--- config.mk ---
export PLATFORM = sky130hd
export DESIGN_NAME = vend_dispense_sequencer
export DESIGN_NICKNAME = d
export VERILOG_FILES = /design/src/rtl/vend_dispense_sequencer_pkg.sv /design/src/rtl/vend_dispense_sequencer_pulse_timer.sv /design/src/rtl/vend_dispense_sequencer.sv
export SDC_FILE = /design/constraint.sdc
export NUM_CORES = 1
export LEC_CHECK = 0
export CAP_MARGIN = 20
export CORE_ASPECT_RATIO = 0.75
export CORE_MARGIN = 4
export CORE_UTILIZATION = 51
export CTS_BUF_LIST = sky130_fd_sc_hd__clkbuf_2
export DETAILED_ROUTE_END_ITERATION = 10
export PLACE_DENSITY = 0.7
export SLEW_MARGIN = 10
export SYNTH_ARGS = -nofsm -noshare
export SYNTH_HDL_FRONTEND = slang
export SYNTH_SLANG_ARGS = --single-unit
--- constraint.sdc ---
create_clock -name clk -period 4.4 [get_ports clk]
set_input_delay 0.88 -clock clk [delete_from_list [all_inputs] [get_ports clk]]
set_output_delay 0.88 -clock clk [all_outputs]
set_load 0.005 [all_outputs]
--- src/rtl/vend_dispense_sequencer_pkg.sv ---
// Shared encodings for the dispense sequencer: FSM states, order status codes,
// coin hopper drives and their dollar values.
package vend_defs;

   typedef enum logic [2:0] {
      S_IDLE     = 3'd0,
      S_CHECK    = 3'd1,
      S_VEND_ON  = 3'd2,
      S_VEND_GAP = 3'd3,
      S_CHG_ON   = 3'd4,
      S_CHG_GAP  = 3'd5,
      S_DONE     = 3'd6
   } state_t;

   typedef enum logic [1:0] {
      ST_OK        = 2'd0,
      ST_BAD_REQ   = 2'd1,
      ST_SOLD_OUT  = 2'd2,
      ST_UNDERPAID = 2'd3
   } status_t;

   localparam logic [2:0] COIN_TEN  = 3'b100;
   localparam logic [2:0] COIN_FIVE = 3'b010;
   localparam logic [2:0] COIN_ONE  = 3'b001;

   localparam logic [7:0] VAL_TEN  = 8'd10;
   localparam logic [7:0] VAL_FIVE = 8'd5;
   localparam logic [7:0] VAL_ONE  = 8'd1;

   localparam int TMR_W = 8;

   // Greedy change: largest coin not exceeding what is still owed.
   function automatic logic [2:0] pick_coin(input logic [7:0] owed);
      if (owed >= VAL_TEN)       return COIN_TEN;
      else if (owed >= VAL_FIVE) return COIN_FIVE;
      else                       return COIN_ONE;
   endfunction

   function automatic logic [7:0] coin_value(input logic [2:0] coin);
      case (coin)
         COIN_TEN:  return VAL_TEN;
         COIN_FIVE: return VAL_FIVE;
         default:   return VAL_ONE;
      endcase
   endfunction

endpackage

--- src/rtl/vend_dispense_sequencer_pulse_timer.sv ---
// Down-counter timing every ON/GAP phase; loaded with (length-1) on phase entry,
// 'expired' marks the last cycle of the phase.
module pulse_timer
   import vend_defs::*;
#(
   parameter int W = TMR_W
) (
   input  logic         clk,
   input  logic         reset,
   input  logic         load,
   input  logic [W-1:0] load_val,
   output logic         expired
);

   logic [W-1:0] cnt_q, cnt_d;

   always_comb begin
      cnt_d = cnt_q;
      if (load)               cnt_d = load_val;
      else if (cnt_q != '0)   cnt_d = cnt_q - W'(1);
   end

   always_ff @(posedge clk or negedge reset) begin
      if (!reset) cnt_q <= '0;
      else        cnt_q <= cnt_d;
   end

   assign expired = (cnt_q == '0);

endmodule

--- src/rtl/vend_dispense_sequencer.sv ---
// Vend sequencer: validates an accepted order against stock, pulses the product
// motor once per unit, then pays change greedily through the coin hopper.
module vend_dispense_sequencer
   import vend_defs::*;
#(
   parameter int         NUM_PRODUCTS = 5,
   parameter logic [3:0] STOCK_INIT   = 4'd9,
   parameter int         MOTOR_CYCLES = 4,
   parameter int         COIN_CYCLES  = 2,
   parameter int         GAP_CYCLES   = 2
) (
   input  logic                    clk,
   input  logic                    reset,
   input  logic                    req_valid,
   output logic                    req_ready,
   input  logic [2:0]              req_product,
   input  logic [1:0]              req_qty,
   input  logic [7:0]              req_price,
   input  logic [7:0]              req_paid,
   input  logic                    restock,
   output logic [NUM_PRODUCTS-1:0] motor_en,
   output logic [2:0]              coin_out,
   output logic [7:0]              change_owed,
   output logic                    busy,
   output logic                    done,
   output logic [1:0]              status,
   input  logic [2:0]              stock_sel,
   output logic [3:0]              stock_level,
   output logic [2:0]              state_dbg
);

   localparam logic [TMR_W-1:0] MOTOR_LD = TMR_W'(MOTOR_CYCLES - 1);
   localparam logic [TMR_W-1:0] COIN_LD  = TMR_W'(COIN_CYCLES - 1);
   localparam logic [TMR_W-1:0] GAP_LD   = TMR_W'(GAP_CYCLES - 1);

   // Handshake: an order transfers on a clk edge where req_valid && req_ready;
   // req_ready is high only in IDLE with no restock, and order fields are
   // captured on that edge and ignored for the rest of the order.
   state_t      state_q, state_d;
   status_t     status_q, status_d;
   logic [2:0]  prod_q, prod_d;
   logic [1:0]  qty_q, qty_d;
   logic [7:0]  price_q, price_d;
   logic [7:0]  paid_q, paid_d;
   logic [7:0]  change_q, change_d;
   logic [1:0]  units_q, units_d;
   logic [3:0]  stock_q [NUM_PRODUCTS];
   logic [3:0]  stock_d [NUM_PRODUCTS];

   logic              tmr_load, tmr_expired;
   logic [TMR_W-1:0]  tmr_val;
   logic              id_valid;
   logic [3:0]        cur_stock;
   logic [9:0]        total;
   logic [9:0]        paid_ext;
   logic [2:0]        coin_sel;

   pulse_timer #(.W(TMR_W)) u_timer (
      .clk      (clk),
      .reset    (reset),
      .load     (tmr_load),
      .load_val (tmr_val),
      .expired  (tmr_expired)
   );

   always_comb begin
      id_valid  = 1'b0;
      cur_stock = '0;
      for (int i = 0; i < NUM_PRODUCTS; i++) begin
         if (prod_q == 3'(i + 1)) begin
            id_valid  = 1'b1;
            cur_stock = stock_q[i];
         end
      end
   end

   always_comb begin
      stock_level = '0;
      for (int i = 0; i < NUM_PRODUCTS; i++) begin
         if (stock_sel == 3'(i + 1)) stock_level = stock_q[i];
      end
   end

   assign total    = {2'b00, price_q} * {8'b0, qty_q};
   assign paid_ext = {2'b00, paid_q};
   assign coin_sel = pick_coin(change_q);

   always_comb begin
      state_d   = state_q;
      status_d  = status_q;
      prod_d    = prod_q;
      qty_d     = qty_q;
      price_d   = price_q;
      paid_d    = paid_q;
      change_d  = change_q;
      units_d   = units_q;
      stock_d   = stock_q;
      tmr_load  = 1'b0;
      tmr_val   = '0;
      motor_en  = '0;
      coin_out  = '0;
      done      = 1'b0;
      req_ready = (state_q == S_IDLE) && !restock;
      busy      = (state_q != S_IDLE);

      case (state_q)
         S_IDLE: begin
            if (restock) begin
               for (int i = 0; i < NUM_PRODUCTS; i++) stock_d[i] = STOCK_INIT;
            end else if (req_valid) begin
               prod_d  = req_product;
               qty_d   = req_qty;
               price_d = req_price;
               paid_d  = req_paid;
               state_d = S_CHECK;
            end
         end
         S_CHECK: begin
            if (!id_valid || qty_q == 2'd0)     status_d = ST_BAD_REQ;
            else if (cur_stock < {2'b00, qty_q}) status_d = ST_SOLD_OUT;
            else if (paid_ext < total)           status_d = ST_UNDERPAID;
            else                                 status_d = ST_OK;

            if (status_d == ST_OK) begin
               for (int i = 0; i < NUM_PRODUCTS; i++) begin
                  if (prod_q == 3'(i + 1)) stock_d[i] = stock_q[i] - {2'b00, qty_q};
               end
               change_d = 8'(paid_ext - total);
               units_d  = qty_q;
               state_d  = S_VEND_ON;
               tmr_load = 1'b1;
               tmr_val  = MOTOR_LD;
            end else begin
               // Rejected order: everything paid goes back as change.
               change_d = paid_q;
               if (paid_q != 8'd0) begin
                  state_d  = S_CHG_ON;
                  tmr_load = 1'b1;
                  tmr_val  = COIN_LD;
               end else begin
                  state_d = S_DONE;
               end
            end
         end
         S_VEND_ON: begin
            for (int i = 0; i < NUM_PRODUCTS; i++) motor_en[i] = (prod_q == 3'(i + 1));
            if (tmr_expired) begin
               state_d  = S_VEND_GAP;
               tmr_load = 1'b1;
               tmr_val  = GAP_LD;
            end
         end
         S_VEND_GAP: begin
            if (tmr_expired) begin
               units_d  = units_q - 2'd1;
               tmr_load = 1'b1;
               if (units_q != 2'd1) begin
                  state_d = S_VEND_ON;
                  tmr_val = MOTOR_LD;
               end else if (change_q != 8'd0) begin
                  state_d = S_CHG_ON;
                  tmr_val = COIN_LD;
               end else begin
                  state_d  = S_DONE;
                  tmr_load = 1'b0;
               end
            end
         end
         S_CHG_ON: begin
            coin_out = coin_sel;
            if (tmr_expired) begin
               change_d = change_q - coin_value(coin_sel);
               state_d  = S_CHG_GAP;
               tmr_load = 1'b1;
               tmr_val  = GAP_LD;
            end
         end
         S_CHG_GAP: begin
            if (tmr_expired) begin
               if (change_q == 8'd0) begin
                  state_d = S_DONE;
               end else begin
                  state_d  = S_CHG_ON;
                  tmr_load = 1'b1;
                  tmr_val  = COIN_LD;
               end
            end
         end
         S_DONE: begin
            done    = 1'b1;
            state_d = S_IDLE;
         end
         default: state_d = S_IDLE;
      endcase
   end

   always_ff @(posedge clk or negedge reset) begin
      if (!reset) begin
         state_q  <= S_IDLE;
         status_q <= ST_OK;
         prod_q   <= '0;
         qty_q    <= '0;
         price_q  <= '0;
         paid_q   <= '0;
         change_q <= '0;
         units_q  <= '0;
         for (int i = 0; i < NUM_PRODUCTS; i++) stock_q[i] <= STOCK_INIT;
      end else begin
         state_q  <= state_d;
         status_q <= status_d;
         prod_q   <= prod_d;
         qty_q    <= qty_d;
         price_q  <= price_d;
         paid_q   <= paid_d;
         change_q <= change_d;
         units_q  <= units_d;
         stock_q  <= stock_d;
      end
   end

   assign change_owed = change_q;
   assign status      = status_q;
   assign state_dbg   = state_q;

endmodule

Yosys cells after proc, flatten, opt, wreduce, memory -nomap -nowiden

Index checks and enable logic that the tools add are counted.

Memory bits (writable): 0
Memory bits (read-only): 0
Latch bits: 0
Word-level logic and storage cells: 161
Input port bits: 28
Memories kept: 0
Register bits after elaboration: 64
Output and inout port bits: 28

Magnitude comparators: 4
Add/subtract/negate cells: 9
Shift-type cells: 0
Reduce and logical (&&, ||, !) cells: 27
$mul: 1
Div/mod/pow operators: 0
Mux-type cells: 73
Equal/unequal tests: 32
Bitwise operators: 1

Operators with widths:

| operator           | count |
|---|---|
| $mux 4             | 15 |
| $mux 8             | 6 |
| $mux 20            | 2 |
| $pmux 20 s2        | 1 |
| $mux 3             | 10 |
| $mux 2             | 13 |
| $ne 2x2->1 const B | 13 |
| $eq 3x3->1 const B | 8 |
| $reduce_bool 8->1  | 3 |
| $eq 3x2->1 const B | 7 |
| $reduce_and 4->1   | 5 |
| $sub 4x2->4        | 5 |
| $mux 1             | 19 |
| $pmux 3 s6         | 1 |
| $logic_not 8->1    | 2 |
| $pmux 8 s2         | 1 |
| $sub 8x8->8        | 2 |
| $lt 8x10->1        | 1 |
| $mul 8x2->10       | 1 |
| $eq 3x1->1 const B | 3 |
| $ge 8x3->1 const B | 1 |
| $ge 8x4->1 const B | 1 |
| $pmux 2 s4         | 1 |
| $pmux 4 s2         | 1 |
| other kinds (19)   | 25 |

Longest topological paths before layout

Depth in word-level cells: 14
Depth in mapped cells: 18
Depth with buffers taken out: 15

Cells and area by module

From an unflattened synthesis, not the netlist that was laid out.

Cells, all modules: 560
Area total of the unflattened synthesis: 5,022.3 um^2

Modules (own cells, without submodules):

| module                  | area an instance (um^2) | sequential area each (um^2) | cells each | instances |
|---|---|---|---|---|
| vend_dispense_sequencer | 4,545.6                 | 1,413.9                     | 506        | 1 |
| pulse_timer             | 476.7                   | 200.2                       | 54         | 1 |

Least setup slack after synthesis

No wires, ideal clock.

Kind: register to register
From: register qty_q[0]
To: register stock_q[6] in the netlist's numbering
Period minus slack after synthesis: 3.595 ns
Setup time: 0.124 ns
Setup slack: 0.805 ns
Required time: 4.276 ns
Buffers on the path: 2
Stages on the path, launching flop included: 18
Arrival: 3.471 ns
Cell sequence: dfrtp_1 clkbuf_1 and2_1 ha_1 inv_1 fa_1 nor2b_1 o21ai_0 a21o_1 ha_1 nand3_1 nor2_1 o21ai_0 a21oi_1 nand3_2 buf_6 o311a_1 a211o_1

Word-level cells in the longest chain between the ends: 9
Elaborated cells between the ends (all ways): 16
Those cells by class: add/sub (1); mul (1); order compare (2); eq/ne (1); mux (7); reduce/logical (4)

RTL lines:

| item                              | line                           | source |
|---|---|---|
| start: declaration                | vend_dispense_sequencer.sv:42  | `logic [1:0] qty_q, qty_d;` |
| start signal: assignment          | vend_dispense_sequencer.sv:212 | `qty_q <= qty_d;` |
| $mul 8x2->10                      | vend_dispense_sequencer.sv:84  | `assign total = {2'b00, price_q} * {8'b0, qty_q};` |
| $lt 8x10->1                       | vend_dispense_sequencer.sv:121 | `else if (paid_ext < total) status_d = ST_UNDERPAID;` |
| $mux 2                            | vend_dispense_sequencer.sv:121 |  |
| $mux 2                            | vend_dispense_sequencer.sv:120 | `else if (cur_stock < {2'b00, qty_q}) status_d = ST_SOLD_OUT;` |
| $mux 2                            | vend_dispense_sequencer.sv:119 | `if (!id_valid \|\| qty_q == 2'd0) status_d = ST_BAD_REQ;` |
| $mux 2                            | vend_dispense_sequencer.sv:106 | `case (state_q)` |
| $logic_not 2->1                   | vend_dispense_sequencer.sv:124 | `if (status_d == ST_OK) begin` |
| $ne 2x2->1 (no source line)       | n/a                            |  |
| $reduce_and 4->1 (no source line) | n/a                            |  |
| end signal: assignment            | vend_dispense_sequencer.sv:217 | `stock_q <= stock_d;` |
| end: declaration                  | vend_dispense_sequencer.sv:47  | `logic [3:0] stock_q [NUM_PRODUCTS];` |

Parallel ways exist; a longest one is shown, timed or not. The select of a mux whose other input is x is not followed.
A chain may end at the register's enable or synchronous reset.

Worst setup path after layout

From: register qty_q[1]
To: register change_q[0], in the netlist change_owed[0]

Word-level cells in the longest chain between the ends: 9
Elaborated cells between the ends (all ways): 12
Those cells by class: mul (1); order compare (2); mux (6); reduce/logical (3)

RTL lines:

| item                   | line                           | source |
|---|---|---|
| $mul 8x2->10           | vend_dispense_sequencer.sv:84  |  |
| $lt 8x10->1            | vend_dispense_sequencer.sv:121 |  |
| $mux 2                 | vend_dispense_sequencer.sv:121 |  |
| $mux 2                 | vend_dispense_sequencer.sv:120 |  |
| $mux 2 *               | vend_dispense_sequencer.sv:119 |  |
| $mux 2 *               | vend_dispense_sequencer.sv:106 |  |
| $logic_not 2->1 *      | vend_dispense_sequencer.sv:124 |  |
| $mux 8 *               | vend_dispense_sequencer.sv:124 |  |
| $pmux 8 s2 *           | vend_dispense_sequencer.sv:106 |  |
| end signal: assignment | vend_dispense_sequencer.sv:215 | `change_q <= change_d;` |
| end: declaration       | vend_dispense_sequencer.sv:45  | `logic [7:0] change_q, change_d;` |

Every way passes the cells marked *; elsewhere a longest branch is shown, timed or not. The select of a mux whose other input is x is not followed.

==> out/qor.csv <==
stage,metric,value,unit
run_status,status,completed,
power_and_ir_drop,p_clk_share,6.5,%
timing,slew_violations,0,
run,maxCapViolCount,0,
timing,grt_setup_unrepaired,no,
synth,synthTopCellsByArea,"dfrtp_1 26%, ha_1 8.1%, mux2_2 6.4%, dfstp_2 5.1%, nor2_1 3.8%",
die,core,9700,um2
synth,synth_commonest_cells,"54 x dfrtp_1, 51 x nor2_1, 41 x nand2_1",
clocking,cts_max_level,3,
global_route,grt_overflow,0,
die,die_h,94.6,um
synth,ys_seq_area_share,31.6,%
clocking,cts_resized,0,
synth,synth_flop_cell,dfrtp_1,
timing,period_share,91.2,%
timing,setup_viol,0,
placed_design,place_ws,0.172,ns
global_route,first_global_vias,4313,
global_route,antenna_found_initial,0,
power_and_ir_drop,swShare,51.1,%
setup_path,ff2ff_setup_slack,0.39,ns
die,die_area,11700,um2
synth,synth_area,5100,um2
placed_design,gp_congestion,0.902,
finish,diodes,0,
setup_path,crit_type,reg2reg,
drt,via_per_inst,6.06,
timing,finalCriticalPeriod,4.01,ns
drt,vias,4559,
die,pin_count,56,
global_route,grt_use_total,23.1,%
timing,setup_ws,0.386,ns
synth,ys_types,68,
setup_path,required,4.84,ns
timing,fmax,249,MHz
synth,synth_edf_count,0,
synth,synth.most_common_cell,dfrtp_1,
placed_design,port_buffers,55,
setup_path,endpoint_kind,flip-flop,
synth,syn_avg_cell_area,8.97,um2
drt,drtPass1Iterations,5,
clocking,numCtsBuffers,9,
worst_hold_path,hp-class,in2async,
setup_path,path_max_fanout,26,
setup_path,critPathLaunchType,flip-flop,
die,die_x,124,um
setup_path,worstPathArrival,4.46,ns
drt,totalWireLength,13000,um
power_and_ir_drop,leakagePower,2.39,nW
synth,netlist_instances,569,
synth,async_flop_share,100,%
timing,tightestPinTransition,0.709,ns
drt,drt_iter0_markers,400,
synth,synth_top_area_share,26.5,%
timing,skew,0.0132,ns
clocking,cts-root-buf,clkbuf_2,
die,start_util,52.6,%
clocking,cts_setup_buffers,0,
finish,layout-drive-gt1-share,12.9,%
global_route,grt_pass1_wl,21500,um
drt,wl_per_cell,17.2,um
drt,antenna_left,0,
finish,area_delta_synth_final,14.6,%
synth,yosys.area.top_type,dfrtp_1,
finish,fin_cells,752,
power_and_ir_drop,power.switching,2.29,mW
placed_design,hpwlAfterDp,9680,um
clocking,clockBufferDepth,2,
drt,remaining_drc_errors,0,
clocking,ctsHoldBuffers,0,
clocking,cts_tree,done,
timing,hold_viol,0,
placed_design,dp.cells,736,
power_and_ir_drop,peakVddDrop,417,uV
global_route,grt_max_degree,35,
synth,yosysWarnings,0,
synth,synthesis.nets,638,
finish,layout.nets,685,
power_and_ir_drop,intPower,2.19,mW
clocking,clock_sinks,64,
power_and_ir_drop,power_density,766,nW/um2
timing,tns,0,ns
timing,slew_headroom,52.7,%
die,rows,31,
clocking,clk_latency,0.51,ns
synth,ys_seq_elements,64,
clocking,clk_pin_slew,0.19,ns
power_and_ir_drop,power_frac_seq,26.4,%
power_and_ir_drop,combinationalPowerShare,67.1,%
[power groups by stage]
| stage | Sequential [mW] | Clock (mW) | Combinational (mW) |
|---|---|---|---|
| 3_3_place_gp | 1.18 | 0 | 2.85 |
| 5_1_grt | 1.23 | 0.327 | 3.35 |
| 3_5_place_dp | 1.20 | 0 | 2.95 |
| 2_1_floorplan | 1.07 | 0 | 2.25 |
| 4_1_cts | 1.18 | 0.305 | 2.96 |
| 6_report | 1.18 | 0.290 | 3.00 |
[final timing paths]
check                          start                to  depth (start not counted)
min                            reset  u_timer.cnt_q[5]                          1
max in group asynchronous      reset       stock_q[19]                          2
max                         qty_q[1]    change_owed[0]                         16
min reg2reg                status[0]         status[0]                          2
min in group clk           status[0]         status[0]                          2
max reg2reg                 qty_q[1]    change_owed[0]                         16
[per-stage QoR]
stage	util, %	area [um2]	hold slack, ns	power (mW)
2_1_floorplan	-	5100	0.473	3.32
3_3_place_gp	59.3	5750	0.474	4.03
3_5_place_dp	59.3	5750	0.469	4.14
4_1_cts	60.1	5830	0.340	4.45
5_1_grt	60.3	5850	0.402	4.91
6_report	60.3	5850	0.377	4.48
[critical path, stage by stage (launching register included)]
cell	delay (ns)
dfrtp_1	0.59
and2_1	0.19
ha_1	0.19
inv_1	0.06
fa_1	0.40
nor2b_1	0.16
o21ai_0	0.09
a21o_1	0.17
ha_1	0.37
nand3_1	0.10
nor2_1	0.14
o21ai_0	0.09
a21oi_1	0.30
nand3_4	0.34
buf_4	0.29
or3_1	0.30
a31oi_1	0.15
[layer usage]
metal / GRT usage (%) / part of all wire, % / vias to the layer above
li1: - / - / 2185
met1: 33.4 / 47 / 2205
met2: 35.5 / 45 / 149
met3: 4.55 / 6.8 / 20
met4: 5.62 / 1.4 / 0
met5: 0 / 0 / -
[registers in the layout, summed over array words and instances (netlist names)]
signal and flops:
stock_q 20, change_owed 8, paid_q 8, price_q 8
u_timer.cnt_q 8, prod_q 3, state_dbg 3, qty_q 2
status 2, units_q 2
[layout make-up]
type	count	area [um2]
Inverter	28	105
Tap cell	132	165
Clock inverter	5	25.0
Sequential cell	64	1610
Multi-Input combinational cell	448	3270
Timing Repair Buffer	65	618
Fill cell	893	3850
Clock buffer	10	50.0
[cell families (layout without fill, tap and decap cells)]
| kind of cell | after synthesis | count (layout) | synth area share, % |
|---|---|---|---|
| compound gates | 142 | 142 | 19.5 |
| fa+ha+maj | 41 | 41 | 11.2 |
| simple gates | 207 | 207 | 21.3 |
| mux | 41 | 41 | 8.75 |
| xor+xnor | 17 | 17 | 2.92 |
| flops | 64 | 64 | 31.6 |
| buf+inv | 57 | 108 | 4.61 |
[placed cells by master, fill, tap and decap left out, types with 4 or more instances in the layout]
cell,Yosys,layout
a22oi_1,12,12
and2_1,14,14
ha_1,33,33
xnor2_1,10,10
a31oi_1,9,9
o211ai_1,6,6
nor2b_1,10,10
a21oi_1,23,23
mux2_2,29,29
nor4_1,5,5
o311ai_0,4,4
a211o_1,7,7
o21ai_0,31,31
buf_4,1,9
mux2i_1,12,12
o31ai_1,4,4
or4_1,5,5
nor3_1,21,21
dfstp_2,10,10
nor2_1,51,51
and3_1,4,4
o22ai_1,8,8
inv_1,28,28
a211oi_1,4,4
nand2_1,41,41
nand2b_1,10,10
xor2_1,7,7
clkbuf_2,0,11
dfrtp_1,54,54
or2_2,4,4
fa_1,8,8
nand3_1,15,15
clkdlybuf4s50_1,0,54
or3_1,9,9
o21a_1,4,4
(Power assumes the default switching activity.)
